<file path="src/rtl/ss_console_pkg.sv">
// ss_console_pkg: shared constants, state type and sizing helper for the console arbiter.
package ss_console_pkg;

    localparam logic [7:0] EOL_DEFAULT = 8'h0A;

    typedef enum logic {
        IDLE,
        LOCKED
    } state_t;

    // Idle counter only needs to hold 0..timeout-1.
    function automatic int cnt_width(input int timeout);
        return (timeout > 2) ? $clog2(timeout) : 1;
    endfunction

endpackage

</file>
<file path="src/rtl/ss_rr_pick.sv">
// ss_rr_pick: combinational round-robin selector; first set request searching upward from ptr+1 with wrap.
module ss_rr_pick #(
    parameter int N = 4,
    parameter int W = $clog2(N)
) (
    input  logic [N-1:0] req,
    input  logic [W-1:0] ptr,
    output logic [W-1:0] idx,
    output logic         any
);

    logic [W-1:0] k;

    // Walk from farthest to nearest so the nearest candidate overwrites last.
    always_comb begin
        idx = '0;
        k   = '0;
        for (int i = N; i >= 1; i--) begin
            k = W'((int'(ptr) + i) % N);
            if (req[k]) idx = k;
        end
    end

    assign any = |req;

endmodule

</file>
<file path="src/rtl/ss_console_arbiter.sv">
// ss_console_arbiter: message-granular round-robin sharing of one console byte channel.
// A granted requester owns the channel until it sends EOL_CHAR or stays idle for IDLE_TIMEOUT cycles.
module ss_console_arbiter
    import ss_console_pkg::*;
#(
    parameter int         NUM_REQ      = 4,
    parameter int         IDLE_TIMEOUT = 256,
    parameter logic [7:0] EOL_CHAR     = EOL_DEFAULT
) (
    input  logic                       clk_i,
    input  logic                       arst_i,
    input  logic [NUM_REQ*8-1:0]       req_data_i,
    input  logic [NUM_REQ-1:0]         req_valid_i,
    output logic [NUM_REQ-1:0]         req_ready_o,
    output logic [7:0]                 tx_data_o,
    output logic                       tx_valid_o,
    input  logic                       tx_ready_i,
    output logic [$clog2(NUM_REQ)-1:0] owner_o,
    output logic                       busy_o,
    output logic                       timeout_o
);

    localparam int W  = $clog2(NUM_REQ);
    localparam int CW = cnt_width(IDLE_TIMEOUT);

    state_t        state, state_n;
    logic [W-1:0]  ptr, gnt;
    logic [CW-1:0] cnt, cnt_n;
    logic [7:0]    data_arr [NUM_REQ];
    logic [7:0]    own_data;
    logic          any, locked, out_free, own_valid, xfer, expire, release_now;

    for (genvar g = 0; g < NUM_REQ; g++) begin : g_unpack
        assign data_arr[g] = req_data_i[g*8 +: 8];
    end

    ss_rr_pick #(.N(NUM_REQ), .W(W)) u_pick (
        .req (req_valid_i),
        .ptr (ptr),
        .idx (gnt),
        .any (any)
    );

    assign locked    = (state == LOCKED);
    assign out_free  = !tx_valid_o || tx_ready_i;
    assign own_valid = req_valid_i[owner_o];
    assign own_data  = data_arr[owner_o];
    assign xfer      = locked && own_valid && out_free;
    // Timeout only advances while the owner has nothing to offer; backpressure holds it.
    assign expire    = locked && !own_valid && (cnt == CW'(IDLE_TIMEOUT - 1));
    assign release_now = (xfer && own_data == EOL_CHAR) || expire;

    assign req_ready_o = (locked && out_free) ? (NUM_REQ'(1) << owner_o) : '0;
    assign busy_o      = locked;

    always_comb begin
        state_n = state;
        cnt_n   = (!locked || xfer || expire) ? '0 : (own_valid ? cnt : cnt + CW'(1));
        if (state == IDLE) state_n = any ? LOCKED : IDLE;
        else state_n = release_now ? IDLE : LOCKED;
    end

    always_ff @(posedge clk_i or posedge arst_i) begin
        if (arst_i) state <= IDLE;
        else state <= state_n;
    end

    always_ff @(posedge clk_i or posedge arst_i) begin
        if (arst_i) begin
            ptr        <= W'(NUM_REQ - 1);
            owner_o    <= '0;
            cnt        <= '0;
            timeout_o  <= 1'b0;
            tx_valid_o <= 1'b0;
            tx_data_o  <= '0;
        end else begin
            cnt       <= cnt_n;
            timeout_o <= expire;
            if (!locked && any) owner_o <= gnt;
            if (locked && release_now) ptr <= owner_o;
            if (xfer) begin
                tx_data_o  <= own_data;
                tx_valid_o <= 1'b1;
            end else if (tx_ready_i) begin
                tx_valid_o <= 1'b0;
            end
        end
    end

endmodule

</file>
<file path="config.mk">
export PLATFORM = sky130hd
export DESIGN_NAME = ss_console_arbiter
export DESIGN_NICKNAME = d
export VERILOG_FILES = /design/src/rtl/ss_console_pkg.sv /design/src/rtl/ss_rr_pick.sv /design/src/rtl/ss_console_arbiter.sv
export SDC_FILE = /design/constraint.sdc
export NUM_CORES = 1
export LEC_CHECK = 0
export CORE_ASPECT_RATIO = 1.4
export CORE_MARGIN = 2
export CORE_UTILIZATION = 39
export DETAILED_ROUTE_END_ITERATION = 6
export PLACE_DENSITY_LB_ADDON = 0.2
export SYNTH_ARGS = -nofsm -noshare
export SYNTH_HDL_FRONTEND = slang
export SYNTH_SLANG_ARGS = --single-unit
</file>
<file path="constraint.sdc">
create_clock -name clk_i -period 1.7 [get_ports clk_i]
set_input_delay 0.34 -clock clk_i [delete_from_list [all_inputs] [get_ports clk_i]]
set_output_delay 0.34 -clock clk_i [all_outputs]
set_load 0.1 [all_outputs]
</file>
==> impl_metrics.ini <==
[route]
wl_per_cell_um = 16.6
drc = 0
ant_nets = 0
drt_pass1_iterations = 4
drtIter0Drc = 21
vias = 1295
wl_um = 4080
routed_via_density = 5.29

[global_routing]
grt_usage_pct = 21.3
antenna_found_initial = 0
grt_pass1_vias = 1355
grt-ovfl-total = 0
grt_start_max_net_pins = 24
grt_first_pass_wirelength_um = 6320

[synthesis]
seq_area_frac_synth_pct = 41.9
ys_seq_elements = 23
synth_edf_count = 0
ys_warn_count = 0
syn_area_um2 = 1380
ys.flop_type = dfrtp_1
synth.net_count = 156
syn_avg_cell_area_um2 = 11.9
syn-instance-count = 116
synth_cell_types = 39
async_flop_share_pct = 100

[clocking]
numCtsBuffers = 3
h-tree-depth = 1
clkTransAtPathRegs_ns = 0.08
cts_tree = yes
root_buffer = clkbuf_8
clk_path_buf_depth = 2
ctsHoldBuffers = 0
cts_sinks = 23
clock_latency_ns = 0.26

[cells_and_area]
antenna_cells = 0
nNetsFinal = 246
drive_gt1_share_pct = 48.8
multi_input_area_um2 = 846
synthToLayoutAreaGrowth_pct = 88.8
seq_area_um2 = 593
fillers = 204
post-route-cell-area_um2 = 2610
final_cells = 245

[worst_setup_path]
cp.required_ns = 1.89
crit_fanout = 6
r2r_setup_slack_ns = -0.34
r2r-end = ptr[0]
arrival_ns = 2.23
reg2regPathDepth = 6
r2r-start = owner_o[0]
crit_type = reg2reg
cp-start-kind = register
crit_path_end_kind = register

[sta]
fin_crit_sh_pct = 120
drv_slew = 0
maxSlewHeadroom_pct = 80.6
finalSetupViolations = 25
tightest_slew_ns = 0.288
grt_setup_unrepaired = true
final_period_minus_worst_setup_slack_ns = 2.04
fmax_mhz = 491
finalSetupTns_ns = -5.17
hold_viol_final = 0
clock_skew_ns = 0.000696
fin_ws_ns = -0.336

[flow_run]
maxCapViolations = 0

[placement]
gp_congestion = 0.839
dp_cells = 228
detailedPlace.worstSlack_ns = -0.579
postPlaceCellArea_um2 = 2360
hpwlAfterDp_um = 3030
port_buffers = 55

[floorplan]
core_area_um2 = 3380
ios = 56
design.die.area_um2 = 4040
core.rowCount = 25
die_y_um = 74.4
die_w_um = 54.3
initial_core_util_pct = 40.9

[power_and_ir_drop]
irDropWorstVdd_v = 0.00131
netSwitchingFraction_pct = 47.7
p_per_area_nw_per_um2 = 1680
p_sw_mw = 2.09
leakagePower_nw = 1.18
pwr-share-seq_pct = 21.4
p_int_mw = 2.29
p_total_mw = 4.37
combPwrFrac_pct = 71.1
p_clk_share_pct = 7.5

[hold_path]
hold_class = in2async

[status]
violations = negative setup slack
outcome = finished, violations left
[per-stage QoR]
step	util, %	hold WS (ns)
final	77.1	0.419
after global routing	77.1	0.462
after CTS	75.5	0.430
after detailed placement	70.0	0.533
after global placement	70.0	0.527
after floorplan	-	0.341
[sequential cells by signal, summed over array words and instances, names as in the netlist]
name / flops
tx_valid_o: 1
timeout_o: 1
ptr: 2
tx_data_o: 8
busy_o: 1
cnt: 8
owner_o: 2
[placed cells by master (no fill, tap or decap), types with 3 or more instances in the layout]
master / n
clkdlybuf4s50_1: 37
buf_4: 27
buf_12: 18
dfrtp_1: 17
mux2_4: 9
nor2_1: 7
inv_1: 7
mux4_2: 7
buf_6: 7
nand2_1: 5
xor2_1: 4
dfrtp_4: 4
nand2_4: 3
nor3_4: 3
nand3_2: 3
xnor2_1: 3
clkbuf_8: 3
[cell usage after synthesis, types with 3 or more instances]
master	number	area (µm²)
xnor2_1	3	26.3
mux4_2	3	67.6
o21ai_0	3	15.0
dfrtp_1	21	526
nand2_1	9	33.8
nand2b_1	3	18.8
mux4_1	6	158
mux2_2	7	78.8
xor2_1	4	35.0
inv_1	7	26.3
nor2_1	11	41.3
and3_1	3	18.8
nand3_1	3	15.0
[worst max path at each step]
stage / start / end / depth (start not counted)
finish: owner_o[0] / ptr[0] / 6
floorplan: owner_o[0] / ptr[0] / 7
global placement: req_data_i[12] / ptr[1] / 6
CTS: owner_o[0] / ptr[0] / 6
detailed placement: req_data_i[20] / ptr[0] / 6
global route: owner_o[0] / cnt[6] / 7
[cell families after synthesis]
kind of cell             Yosys count  synth area share (%)
AND/OR/NAND/NOR                   43                  17.9
AO/OA/AOI/OAI                     10                  4.71
flip-flops                        23                  41.9
buffers and inverters             13                  5.26
adder cells (fa/ha/maj)            1                 0.906
XOR/XNOR                           7                  4.44
multiplexers                      19                  24.9
[cell type report]
type / instances / share of cell area (%)
multi-input combinational: 80 / 32.5
sequential: 23 / 22.8
tap: 40 / 1.92
clock buffer: 4 / 1.73
inverter: 7 / 1.01
timing repair buffer: 91 / 40.1
[critical path, stage by stage (launching register included)]
cell,delay (ns)
dfrtp_4,0.47
buf_6,0.13
mux4_2,0.54
nor4_4,0.31
nand3_2,0.12
nand2_2,0.10
mux2_4,0.30
[power by group through the flow]
stage | Clock, mW | Combinational [mW] | Sequential (mW)
2_1_floorplan | 0 | 0.941 | 1.72
4_1_cts | 0.337 | 3.02 | 0.930
3_5_place_dp | 0 | 2.77 | 0.957
6_report | 0.329 | 3.11 | 0.936
3_3_place_gp | 0 | 2.72 | 0.949
5_1_grt | 0.363 | 3.22 | 0.953
[layer usage]
metal	routed length, µm	GRT usage (%)	up-vias
li1	-	-	597
met1	1520	26.3	657
met2	2350	39.2	37
met3	167	2.41	4
met4	32	4.17	0
met5	0	0	-
[repair_timing]
item                                    CTS  global route
gates cloned                              0             1
endpoints found under the setup margin   24            26
endpoints found under the hold margin     0             0
pin swaps                                11             9
setup buffers                            12             4
gates resized for setup                  23             7
No activity file was read; power rests on OpenSTA's default activity.
==> RTL change 1: new RTL, config.mk and constraints unchanged <==
The parameter `IDLE_TIMEOUT` goes from 256 to 512.
--- a/src/rtl/ss_console_arbiter.sv
+++ b/src/rtl/ss_console_arbiter.sv
@@ -4,7 +4,7 @@
     import ss_console_pkg::*;
 #(
     parameter int         NUM_REQ      = 4,
-    parameter int         IDLE_TIMEOUT = 256,
+    parameter int         IDLE_TIMEOUT = 512,
     parameter logic [7:0] EOL_CHAR     = EOL_DEFAULT
 ) (
     input  logic                       clk_i,
Behaviour: no difference found for any inputs over 4 cycles, from zero or initial values and one cycle with arst_i high; that may be too few to reach the edited logic, so the function may still have changed.
==> RTL change 1 against the original RTL <==
Critical path type unchanged; cell area rose by 5.4%; cell count rose by 1.6%; routed wire length rose by 19%; area after synthesis rose by 2.4%; power rose by 3.3%; sequential cell count rose by 1; core utilization rose by 3.4 points; setup slack improved by 0.0055 ns; the run still ends with setup timing left; die area rose by 2.2%; clock power rose by 57%; largest power group unchanged; highest routed layer unchanged.
==> RTL change 1: results (changes against the original RTL) <==
Status: finished, violations left (unchanged)
Violated checks: setup timing (unchanged)
Global-route wire length before repair: 7200 um (was 6320 um)
Vias in the first global route: 1514 (was 1355)
Synth cell count leaders: 22 x dfrtp_1, 14 x nor2_1, 9 x mux4_2, 8 x mux2_2 (was 21 x dfrtp_1, 11 x nor2_1, 9 x nand2_1, 7 x inv_1, 7 x mux2_2)
R2R cell count: 5 (was 6)
GR Util met1: 28.0% (was 26.3%)
Peak VDD IR: 0.00126 V (was 0.00131 V)
Met2 usage: 45.5% (was 39.2%)
Dpl ws: -0.525 ns (was -0.579 ns)
All-Layer GR Usage: 25.3% (was 21.3%)
Mapped Cells: 123 (was 116)
Setup violations, final: 25 (unchanged)
# fillers: 182 (was 204)
Slew @ Worst Pin: 0.478 ns (was 0.288 ns)
Layout Skew: 0.00138 ns (was 0.000696 ns)
Wire per inst: 19.5 um (was 16.6 um)
Synth unique cells: 35 (was 39)
Pin count of the biggest net entering global routing: 25 (was 24)
Final WS setup: -0.330 ns (was -0.336 ns)
Biggest regs: cnt (9), tx_data_o (8) (was cnt (8), tx_data_o (8))
Setup TNS Final: -4.27 ns (was -5.17 ns)
Layout Nets: 251 (was 246)
Placed cells: 234 (was 228)
Syn_nets: 164 (was 156)
Routed wire length: 4860 um (was 4080 um)
RTL change 1: cell types whose count changed after synthesis, sizes merged, moves of 2 or more:
cell	delta
nor2b	+4
nand2	-3
nand2b	-2
xor2	-4
nand4	-2
a22o	+2
and3	-3
a211oi	+4
nor2	+3
xnor2	+3
RTL change 1: critical path: stages, from the launching register on:
cell	delay, ns
dfrtp_4	0.44
buf_6	0.14
mux4_2	0.55
nor4b_4	0.37
a31oi_4	0.15
mux2_4	0.32
RTL change 1: cell type report:
cell class	instances	area, um2	area share [%]
clock buffers	3	41.3	1.50
repair buffers	88	1020	37.0
well taps	40	50.0	1.82
clock inverters	1	30.0	1.09
multi-input cells	86	961	35.0
inverters	7	30.0	1.09
flip-flops and latches	24	618	22.5
RTL change 1: cells by family after synthesis:
group,synth area share (%)
fa+ha+maj,1.77
buf+inv,4.61
simple gates,14.7
flops,42.7
compound gates,9.48
xor+xnor,3.72
mux,23.0
RTL change 1: report_power, final:
| group | internal, mW | switching (mW) |
|---|---|---|
| Combinational | 1.31 | 1.75 |
| Sequential | 0.751 | 0.194 |
| Clock | 0.316 | 0.200 |
RTL change 1: path summary, 6_finish.rpt:
path                             from            to  slack [ns]
max reg2reg                owner_o[0]        ptr[0]       -0.33
min                            arst_i  tx_data_o[0]        0.40
max                        owner_o[0]        ptr[0]       -0.33
min reg2reg                    cnt[8]        cnt[8]        0.53
min in group clk_i             cnt[8]        cnt[8]        0.53
max in group asynchronous      arst_i        ptr[0]        1.01
RTL change 1: timing repair:
action,in CTS,in global routing
pin swaps,5,5
resized for setup,14,13
buffers inserted,9,2
endpoints found under the setup margin,25,26
RTL change 1: routing by layer:
layer,up-vias,wire (um)
met4,0,179
met2,56,2890
li1,619,-
met3,16,185
met5,-,0
met1,682,1610
==> RTL change 2: new RTL, config.mk and constraints unchanged <==
Without the edit above. The output `timeout_o` loses its register stage (`timeout_o` becomes a continuous assignment).
--- a/src/rtl/ss_console_arbiter.sv
+++ b/src/rtl/ss_console_arbiter.sv
@@ -70,12 +70,10 @@
             ptr        <= W'(NUM_REQ - 1);
             owner_o    <= '0;
             cnt        <= '0;
-            timeout_o  <= 1'b0;
             tx_valid_o <= 1'b0;
             tx_data_o  <= '0;
         end else begin
             cnt       <= cnt_n;
-            timeout_o <= expire;
             if (!locked && any) owner_o <= gnt;
             if (locked && release_now) ptr <= owner_o;
             if (xfer) begin
@@ -87,5 +85,7 @@
         end
     end
 
+    assign timeout_o = expire;
+
 endmodule
 
Function: same outputs for any inputs over 10 cycles, from zero or initial values and one cycle with arst_i high; that may be too few to reach the edited logic, so the function may still have changed.
==> RTL change 2 against the original RTL <==
The run still ends with setup timing left; routed wire length grew 0.47%; largest power group unchanged; setup slack lost 0.36 ns; worst hold slack gained 0.0015 ns; cell area shrank 2.6%; power shrank 8.8%; fmax shrank 15%; area after synthesis shrank 4.3%; sequential cell count shrank 1; clock skew grew 0.0047 ns; cell count shrank 2.9%; synthesized cell count shrank 1.7%.
==> RTL change 2: results (changes against the original RTL) <==
Critical Path Fanout Max: 5 (was 6)
Layout cell share with drive strength beyond 1: 46.0% (was 48.8%)
Slew @ Worst Pin: 0.437 ns (was 0.288 ns)
Routed wire length: 4100 um (was 4080 um)
Violated checks: setup timing (unchanged)
Initial antenna violation count: 0 (unchanged)
Layout Nets: 239 (was 246)
Final HPWL DP: 3000 um (was 3030 um)
CP delay by family, top: flip-flops (was multiplexers)
Asr flop ratio synth: 100% (unchanged)
YS warnings: 0 (unchanged)
Top post-synthesis cells by area: dfrtp_1 38%, mux4_2 8.5%, mux4_1 8.0%, mux2_2 6.0%, dfstp_2 4.0% (was dfrtp_1 38%, mux4_1 11%, mux2_2 5.7%, mux4_2 4.9%, dfstp_2 3.8%)
# H-tree levels: 1 (unchanged)
Post-DP Area: 0.00225 mm2 (was 0.00236 mm2)
Final WS setup: -0.699 ns (was -0.336 ns)
Pin count of the biggest net entering global routing: 23 (was 24)
Sequential area share after synthesis: 41.9% (about the same)
Worst-Skew Late Latency: 0.26 ns (about the same)
Port Buf Inserts: 55 (unchanged)
Setup violations, final: 26 (was 25)
All-Layer GR Usage: 21.6% (was 21.3%)
Lkg Pwr: 1.08 nW (was 1.18 nW)
Slowest cell on crit path: dfrtp_4 (was mux4_2)
Peak VDD IR: 0.00143 V (was 0.00131 V)
Gp weighted congestion: 0.714 (was 0.839)
Critical path arrival: 2.06 ns (was 2.23 ns)
Status: finished, violations left (unchanged)
Syn_nets: 154 (was 156)
Root Driver: clkbuf_8 (unchanged)
Layout Skew: 0.00544 ns (was 0.000696 ns)
Synth unique cells: 38 (was 39)
Hold crit path type: in -> async (unchanged)
Iter 0 DRT Violations: 24 (was 21)
Synth cell count leaders: 20 x dfrtp_1, 12 x nor2_1, 7 x mux2_2, 7 x nand2_1, 5 x mux4_2 (was 21 x dfrtp_1, 11 x nor2_1, 9 x nand2_1, 7 x inv_1, 7 x mux2_2)
Diodes inserted: 0 (unchanged)
Setup TNS Final: -11.89 ns (was -5.17 ns)
Biggest regs: cnt (8), tx_data_o (8) (unchanged)
Global-route wire length before repair: 6170 um (was 6320 um)
Longest Clk Path Bufs: 2 (unchanged)
Critical path's largest stage delay: 0.52 ns (was 0.54 ns)
Vias: 1297 (was 1295)
-- RTL change 2: layout make-up --
| type | count | area (um2) |
|---|---|---|
| flip-flops and latches | 22 | 566 |
| multi-input cells | 81 | 833 |
| inverters | 4 | 15.0 |
| repair buffers | 87 | 1020 |
| fillers | 233 | 778 |
| clock buffers | 4 | 55.1 |
| well taps | 40 | 50.0 |
-- RTL change 2: path summary, 6_finish.rpt --
check | from | endpoint | slack (ns) | depth (start not counted)
max in group asynchronous | arst_i | ptr[0] | 1.01 | 3
min in group clk_i | cnt[7] | cnt[7] | 0.56 | 2
max reg2reg | owner_o[0] | ptr[0] | -0.67 | 6
min | arst_i | busy_o | 0.42 | 3
max | owner_o[0] | timeout_o | -0.70 | 6
min reg2reg | cnt[7] | cnt[7] | 0.56 | 2
-- RTL change 2: where the power goes --
| group | switching [mW] | internal (mW) | total, mW |
|---|---|---|---|
| combinational | 1.51 | 1.20 | 2.71 |
| sequential | 0.203 | 0.696 | 0.899 |
| clock | 0.175 | 0.206 | 0.381 |
| total | 1.89 | 2.10 | 3.99 |
-- RTL change 2: what timing repair did --
| action | CTS | global route |
|---|---|---|
| pin swaps | 5 | 9 |
| setup endpoints to repair | 25 | 25 |
| gates resized for setup | 20 | 13 |
| buffers inserted | 8 | 7 |
-- RTL change 2: logic make-up after synthesis --
family / share of synthesized area [%]
AO/OA/AOI/OAI: 7.77
adder cells (fa/ha/maj): 0.947
multiplexers: 25.7
flip-flops: 41.9
buffers and inverters: 3.98
AND/OR/NAND/NOR: 15.8
XOR/XNOR: 3.98
-- RTL change 2: layer usage --
metal	track usage, %	part of all wire (%)
met2	40.1	59
met3	1.84	3.1
met5	0	0
met1	26.5	38
met4	4.56	0.46
-- RTL change 2: worst register-to-register path, cell delays in order, from the launching register on --
cell	delay (ns)
dfrtp_4	0.52
buf_8	0.15
buf_6	0.13
mux4_2	0.44
or3_4	0.39
o32ai_4	0.35
mux2_4	0.33
-- RTL change 2: stage by stage --
step	worst slack [ns]	cells
final	-0.699	238
after floorplan	-0.962	114
after detailed placement	-0.971	221
after CTS	-0.708	233
after global routing	-0.761	238
after global placement	-0.890	221
